$ cat config.mk
export PLATFORM = sky130hd
export DESIGN_NAME = seq_add64
export DESIGN_NICKNAME = d
export VERILOG_FILES = /design/src/rtl/seq_add64_pkg.sv /design/src/rtl/seq_add64_csel.sv /design/src/rtl/seq_add64.sv
export SDC_FILE = /design/constraint.sdc
export NUM_CORES = 1
export LEC_CHECK = 0
export CAP_MARGIN = 20
export CORE_UTILIZATION = 45
export CTS_BUF_LIST = sky130_fd_sc_hd__clkbuf_2 sky130_fd_sc_hd__clkbuf_4 sky130_fd_sc_hd__clkbuf_8
export CTS_CLUSTER_DIAMETER = 30
export DETAILED_ROUTE_END_ITERATION = 16
export DONT_BUFFER_PORTS = 1
export PLACE_DENSITY = 0.74
export SLEW_MARGIN = 20
export SYNTH_ARGS = -nofsm -noshare
export SYNTH_HDL_FRONTEND = slang
export SYNTH_SLANG_ARGS = --single-unit
$ cat constraint.sdc
create_clock -name clk -period 4 [get_ports clk]
set_clock_uncertainty 0.05 [all_clocks]
set_input_delay 0.8 -clock clk [delete_from_list [all_inputs] [get_ports clk]]
set_output_delay 0.8 -clock clk [all_outputs]
set_load 0.005 [all_outputs]
$ cat src/rtl/seq_add64_pkg.sv
// Shared definitions for the chunked sequential adder.
package seq_add64_pkg;

   localparam int unsigned CHUNK_W = 16;

   typedef enum logic [1:0] {
      IDLE = 2'd0,
      RUN  = 2'd1,
      DONE = 2'd2
   } state_t;

endpackage

$ cat src/rtl/seq_add64_csel.sv
// 16-bit carry-select adder used as the per-chunk adder of seq_add64.
// The low byte ripples; the high byte is precomputed for both carry values
// and selected by the low byte's carry out.
module CSelectAdder_16bit (
   input  logic [15:0] a,
   input  logic [15:0] b,
   input  logic        cin,
   output logic [15:0] sum,
   output logic        cout
);

   logic [8:0] lo;
   logic [8:0] hi0;
   logic [8:0] hi1;

   // Both high-byte candidates are formed in parallel with the low byte.
   always_comb begin
      lo  = {1'b0, a[7:0]} + {1'b0, b[7:0]} + {8'd0, cin};
      hi0 = {1'b0, a[15:8]} + {1'b0, b[15:8]};
      hi1 = hi0 + 9'd1;
      sum = {(lo[8] ? hi1[7:0] : hi0[7:0]), lo[7:0]};
      cout = lo[8] ? hi1[8] : hi0[8];
   end

endmodule

$ cat src/rtl/seq_add64.sv
// Sequential W-bit adder/subtractor that processes one 16-bit chunk per
// cycle through a single carry-select adder, with valid/ready handshakes.
module seq_add64
   import seq_add64_pkg::*;
#(
   parameter int unsigned N_CHUNK = 4
) (
   input  logic                         clk,
   input  logic                         rst,
   input  logic                         in_valid,
   output logic                         in_ready,
   input  logic [CHUNK_W*N_CHUNK-1:0]   a,
   input  logic [CHUNK_W*N_CHUNK-1:0]   b,
   input  logic                         cin,
   input  logic                         sub,
   output logic                         out_valid,
   input  logic                         out_ready,
   output logic [CHUNK_W*N_CHUNK-1:0]   sum,
   output logic                         cout,
   output logic                         ovf
);

   localparam int unsigned W  = CHUNK_W * N_CHUNK;
   localparam int unsigned KW = (N_CHUNK > 1) ? $clog2(N_CHUNK) : 1;
   localparam logic [KW-1:0] K_LAST = KW'(N_CHUNK - 1);

   state_t               state;
   logic [W-1:0]         a_reg;
   logic [W-1:0]         b_reg;
   logic [W-1:0]         sum_reg;
   logic                 carry_reg;
   logic                 cout_reg;
   logic                 ovf_reg;
   logic [KW-1:0]        k;

   logic [CHUNK_W-1:0]   a_chunk;
   logic [CHUNK_W-1:0]   b_chunk;
   logic [CHUNK_W-1:0]   chunk_sum;
   logic                 chunk_cout;

   // Current chunk of each operand, selected by the chunk index.
   always_comb begin
      a_chunk = a_reg[k*CHUNK_W +: CHUNK_W];
      b_chunk = b_reg[k*CHUNK_W +: CHUNK_W];
   end

   CSelectAdder_16bit u_chunk_add (
      .a    (a_chunk),
      .b    (b_chunk),
      .cin  (carry_reg),
      .sum  (chunk_sum),
      .cout (chunk_cout)
   );

   // Handshake outputs and result registers.
   always_comb begin
      in_ready  = (state == IDLE) && !rst;
      out_valid = (state == DONE);
      sum       = sum_reg;
      cout      = cout_reg;
      ovf       = ovf_reg;
   end

   // FSM plus datapath: accept operands, walk chunks LSB first, hold result.
   always_ff @(posedge clk) begin
      if (rst) begin
         state     <= IDLE;
         k         <= '0;
         a_reg     <= '0;
         b_reg     <= '0;
         sum_reg   <= '0;
         carry_reg <= 1'b0;
         cout_reg  <= 1'b0;
         ovf_reg   <= 1'b0;
      end else begin
         case (state)
            IDLE: begin
               if (in_valid) begin
                  a_reg     <= a;
                  b_reg     <= sub ? ~b : b;
                  carry_reg <= sub ? 1'b1 : cin;
                  k         <= '0;
                  sum_reg   <= '0;
                  state     <= RUN;
               end
            end
            RUN: begin
               sum_reg[k*CHUNK_W +: CHUNK_W] <= chunk_sum;
               carry_reg <= chunk_cout;
               if (k == K_LAST) begin
                  // The top chunk's MSB is the result sign bit.
                  ovf_reg  <= (a_reg[W-1] == b_reg[W-1]) &&
                              (chunk_sum[CHUNK_W-1] != a_reg[W-1]);
                  cout_reg <= chunk_cout;
                  k        <= '0;
                  state    <= DONE;
               end else begin
                  k <= k + 1'b1;
               end
            end
            DONE: begin
               if (out_ready) begin
                  state <= IDLE;
               end
            end
            default: state <= IDLE;
         endcase
      end
   end

endmodule

==> impl_metrics.toml, run 1 <==
[timing]
fin_crit_ns = 3.77
rsz0062_at_grt = "false"
fin_setup_tns_ns = 0
relSlewSlack = 0.433
worstMarginPinSlew_ns = 0.844
hold_viol = 0
slew_violations = 0
finalCritPeriodShare = 0.942
setup_viol = 0
timing.fmax_ghz = 0.265

[placed_design]
dp.cells = 1193
finalWeightedCongestion = 0.846
hpwl_mm = 16.8
post_dp_cell_area_um2 = 9240
port_buffers = 0

[global_route]
grt_max_degree = 216
grt_remaining_overflow = 0
grt_pass1_wl_mm = 35.1
grt_pass1_vias = 6448
antenna_found_initial = 2
track_usage = 0.228

[logic_synthesis]
synth_seq_cells = 199
yosysTopAreaCellShare = 0.441
synth_area_leaders = "dfxtp_1 (44%), mux4_2 (8.0%), xnor2_1 (7.3%)"
yosysWarnings = 0
syn_area_per_cell_um2 = 9.13
synth_most_common_cell = "dfxtp_1"
syn-cell-area_um2 = 9040
synth-edff-count = 0
synth.net_count = 1147
ys.flop_type = "dfxtp_1"
synth_cell_type_count = 49
async_flop_share = 0
synth_largest_area_cell = "dfxtp_1"
synth_common_cells = "dfxtp_1 (199), nand2_1 (142), nor2_1 (134)"
ys_seq_area_frac = 0.441
netlist_instances = 990

[power_and_ir_drop]
p_leak_nw = 3.38
p_int_mw = 2.89
comb_power_share = 0.166
irDropWorstVdd_v = 0.000315
switching_share = 0.305
pwr-share-seq = 0.519
switchingPower_mw = 1.27
clockPowerShare = 0.315
pwr_density_cell_nw_per_um2 = 432

[routing]
drtAntennaViolNets = 0
drt_wl_total_mm = 23.2
routed_via_density = 5.61
num_vias = 6884
drtIter0Drc = 633
wl_per_cell_um = 18.9
drt-pass1-iter-count = 5
drc_errors = 0

[clocking]
post_cts_buffers = 0
cts_buffers = 17
cts_hold_buf = 0
clk_pin_slew_ns = 0.11
cts_tree = "built"
cts_sinks = 199
cts-htree-levels = 4
cts_root_buf = "clkbuf_8"
clk_latency_ns = 0.47
clock_path_buffers = 2

[finish]
area_growth_pct = 6.77
fillers = 1860
stdcell_count = 1227
seqCellArea_um2 = 3990
finalInstanceArea_um2 = 9650
multi_input_area_um2 = 4750
drive_gt1_frac = 0.0958
nets = 1104

[floorplanning]
num_rows = 51
fp.dieW_um = 144
dieArea_um2 = 20700
die_h_um = 144
core_um2 = 19600
initial_utilization = 0.461
pin_count = 202

[flow_run]
drv_cap = 0

[critical_path]
arrival_ns = 4.10
crit_top_cell = "o31a_1"
r2r-start = "k[0]"
path_cells = "buf_12 -> mux4_2 -> fa_1 -> and3_2 -> o21a_1 -> o31a_1 -> or3_4 -> o31a_1 -> o21a_1 -> o31a_1"
critPathSlowestCell = "mux4_2"
cp_data_required_time_ns = 4.33
crit_end = "ovf"
cp_top_family = "compound AO/OA/AOI/OAI gates"
end_kind = "flop"
r2r_cells = 10
crit_path_max_fanout = 16
worstSetupPathType = "flop to flop"
worst-path-stages = 10
r2r_slack_ns = 0.23
path_buf_inv = 1
crit_start = "k[0]"
startpoint_type = "flop"
r2r_end = "ovf"
cpPeakStageDelay_ns = 0.55

[hold_path]
hp-start = "rst"
hp-class = "input port to flop"

[outcome]
status = "finished clean"
routing by layer:
metal	routed length, µm	GRT usage	up-vias
li1	-	-	3388
met1	10100	0.293	3232
met2	10800	0.364	230
met3	1750	0.0620	34
met4	626	0.0873	0
met5	0	0	-
worst min-delay path by stage:
| stage | endpoint | slack [ns] | cells after the start |
|---|---|---|---|
| after floorplan | a_reg[32] | 0.38 | 2 |
| after global placement | a_reg[23] | 0.39 | 2 |
| after detailed placement | a_reg[33] | 0.39 | 2 |
| after CTS | sum[54] | 0.31 | 1 |
| after global routing | sum[54] | 0.30 | 1 |
| final | sum[58] | 0.33 | 1 |
area by class of cell:
cell class | count | share of cell area
multi-input combinational | 704 | 0.492
sequential | 199 | 0.413
tap | 265 | 0.0344
clock buffer | 17 | 0.0243
clock inverter | 15 | 0.0169
timing repair buffer | 16 | 0.0154
inverter | 9 | 0.00350
antenna | 2 | 0.000519
cells by family (layout without fill, tap and decap cells):
| logic type | after synthesis | after routing | share of synthesized area |
|---|---|---|---|
| fa+ha+maj | 23 | 23 | 0.0343 |
| buf+inv | 87 | 57 | 0.0361 |
| other cells | 0 | 2 | 0 |
| flops | 199 | 199 | 0.441 |
| xor+xnor | 78 | 78 | 0.0756 |
| compound gates | 227 | 227 | 0.167 |
| mux | 33 | 33 | 0.0809 |
| simple gates | 343 | 343 | 0.165 |
power by group through the flow:
stage	logic, mW	registers, mW	clock network (mW)
2_1_floorplan	0.554	2.18	0
3_3_place_gp	0.676	2.20	0
3_5_place_dp	0.691	2.21	0
4_1_cts	0.693	2.16	1.33
5_1_grt	0.755	2.17	1.40
6_report	0.692	2.16	1.31
cell usage in the layout (no fill, tap or decap), types with 4 or more instances in the layout:
cell,instances
nor4_1,5
a21o_1,4
nand3_1,7
clkbuf_8,17
inv_1,9
dfxtp_1,197
buf_4,13
a211oi_1,65
mux4_2,32
nand2_1,142
nor2b_1,5
a22oi_1,44
nand3b_1,11
nor3_1,12
ha_1,20
o31ai_1,6
a21oi_1,82
nand2b_1,9
inv_8,4
xnor2_1,75
o21ai_0,4
nor2_1,133
o21a_1,4
per-stage QoR:
| step | total power, mW | setup slack (ns) | util | hold WS (ns) |
|---|---|---|---|---|
| after floorplan | 2.73 | 0.0382 | - | 0.383 |
| after global placement | 2.88 | 0.318 | 0.471 | 0.387 |
| after detailed placement | 2.90 | 0.227 | 0.471 | 0.390 |
| after CTS | 4.18 | 0.213 | 0.492 | 0.314 |
| after global routing | 4.33 | 0.0536 | 0.492 | 0.300 |
| final | 4.16 | 0.232 | 0.492 | 0.331 |
what timing repair did:
action                     4_1_cts  5_1_grt
hold endpoints to repair         0        0
gates resized for setup          0        2
setup endpoints to repair        0        1
(Power assumes the default switching activity.)
==> run 2: changes to the inputs <==
- CELL_PAD_IN_SITES_DETAIL_PLACEMENT: unset -> 1
- CELL_PAD_IN_SITES_GLOBAL_PLACEMENT: unset -> 1
- PLACE_DENSITY: 0.74 -> 0.91
==> run 2 against run 1 <==
  * Final area up 0.47%
  * Combinational power up 3.5%
  * Core utilization up 0.23 points
  * Wire length up 12%
  * Worst setup slack worse by 0.11 ns
  * Maximum frequency down 2.9%
  * Die area unchanged
  * Clock power up 8%
  * Register-to-register slack worse by 0.11 ns
  * Worst hold slack better by 0.0056 ns
  * Critical endpoint is now cout
  * Largest power group unchanged
  * Highest routed layer unchanged
==> impl_metrics.toml, run 2 (synthesized netlist as in run 1, its figures left out) <==
[hold_path]
hp-class = "input port to flop"
hold_depth = 1

[finish]
final_util = 0.495
area_growth_pct = 7.27
fillers = 2260
stdcell_count = 1226
final_common_cell = "dfxtp_1"
layout_common_cells = "dfxtp_1 (197), nand2_1 (142), nor2_1 (133)"
diodes = 0
nets = 1105
drive_gt1_frac = 0.0968

[routing]
drt_wl_total_mm = 26.1
drt-pass1-iter-count = 5
wl_per_cell_um = 21.3
routed_via_density = 5.83
drtIter0Drc = 518
drtAntennaViolNets = 0
num_vias = 7150
drc_errors = 0

[floorplanning]
num_rows = 51
fp.dieW_um = 144
pin_count = 202
core_um2 = 19600
initial_utilization = 0.461
die_h_um = 144
dieArea_um2 = 20700

[critical_path]
cp_top_family = "simple AND/OR/NAND/NOR gates"
worst-path-stages = 10
end_kind = "flop"
worstSetupPathType = "flop to flop"
r2r_cells = 10
path_buf_inv = 1
startpoint_type = "flop"
crit_path_max_fanout = 19
critPathSlowestCell = "mux4_2"
path_cells = "buf_12 -> mux4_2 -> fa_1 -> and3_2 -> o21a_1 -> o31a_1 -> or3_4 -> nor4b_4 -> a2111oi_0 -> a221o_1"
cp_data_required_time_ns = 4.32
cpPeakStageDelay_ns = 0.58
arrival_ns = 4.20

[flow_run]
drv_cap = 0

[clocking]
cts-htree-levels = 4
clk_pin_slew_ns = 0.11
cts_tree = "built"
cts_hold_buf = 0
clock_path_buffers = 2
clk_latency_ns = 0.49
cts_sinks = 199
cts_resized = 0
cts_root_buf = "clkbuf_8"
cts_buffers = 17
post_cts_buffers = 0

[timing]
hold_viol = 0
setup_viol = 0
slew_violations = 0
fin_ws_ns = 0.119
relSlewSlack = 0.493
fin_crit_ns = 3.88
whs_ns = 0.337
worstMarginPinSlew_ns = 0.756
rsz0062_at_grt = "false"
finalCritPeriodShare = 0.970
fin_setup_tns_ns = 0
timing.fmax_ghz = 0.258

[power_and_ir_drop]
irDropWorstVdd_v = 0.000212
pwr-share-seq = 0.505
p_leak_nw = 3.41
switching_share = 0.307
clockPowerShare = 0.328
pwr_density_cell_nw_per_um2 = 442
comb_power_share = 0.167
switchingPower_mw = 1.31
p_int_mw = 2.97

[global_route]
grt_remaining_overflow = 0
track_usage = 0.257
grt_pass1_vias = 7304
antenna_found_initial = 1
grt_max_degree = 216
grt_pass1_wl_mm = 39.4

[placed_design]
pre_cts_ws_ns = 0.212
port_buffers = 0
dp.cells = 1194
finalWeightedCongestion = 0.809
hpwl_mm = 18.6

[outcome]
status = "finished clean"
-- run 2: cell types whose count changed in the layout (fill, tap and decap cells not counted), sizes merged --
cell | previous run | this run
buf | 16 | 17
bufinv | 1 | 2
clkinvlp | 3 | 1
diode | 2 | 0
inv | 15 | 16
-- run 2: path summary, 6_finish.rpt --
| kind | from | end | slack (ns) |
|---|---|---|---|
| max | k[0] | cout | 0.12 |
| min | rst | sum[42] | 0.34 |
| max reg2reg | k[0] | cout | 0.12 |
| min reg2reg | a_reg[50] | a_reg[50] | 0.41 |
-- run 2: routing by layer --
metal	vias up	wire (µm)	GRT usage
met4	0	793	0.109
met1	3471	11000	0.314
met3	51	1590	0.0560
met5	-	0	0
met2	239	12800	0.436
li1	3389	-	-
-- run 2: metrics by stage --
stage / area (µm²) / total power [mW]
2_1_floorplan: 9040 / 2.73
3_3_place_gp: 9240 / 2.88
3_5_place_dp: 9240 / 2.91
4_1_cts: 9680 / 4.31
5_1_grt: 9690 / 4.45
6_report: 9690 / 4.29
-- run 2: area by class of cell --
cell class                 count  area [µm²]  share of cell area
clock inverter                15         205              0.0212
clock buffer                  17         234              0.0241
inverter                       9        33.8             0.00349
timing repair buffer          17         156              0.0161
sequential                   199        3990               0.411
multi-input combinational    704        4750               0.490
tap                          265         332              0.0342
-- run 2: power groups by stage --
| stage | Clock, mW | Combinational [mW] | Sequential, mW |
|---|---|---|---|
| floorplan | 0 | 0.554 | 2.18 |
| global placement | 0 | 0.675 | 2.20 |
| detailed placement | 0 | 0.704 | 2.21 |
| CTS | 1.44 | 0.712 | 2.16 |
| global route | 1.50 | 0.775 | 2.18 |
| finish | 1.41 | 0.716 | 2.16 |
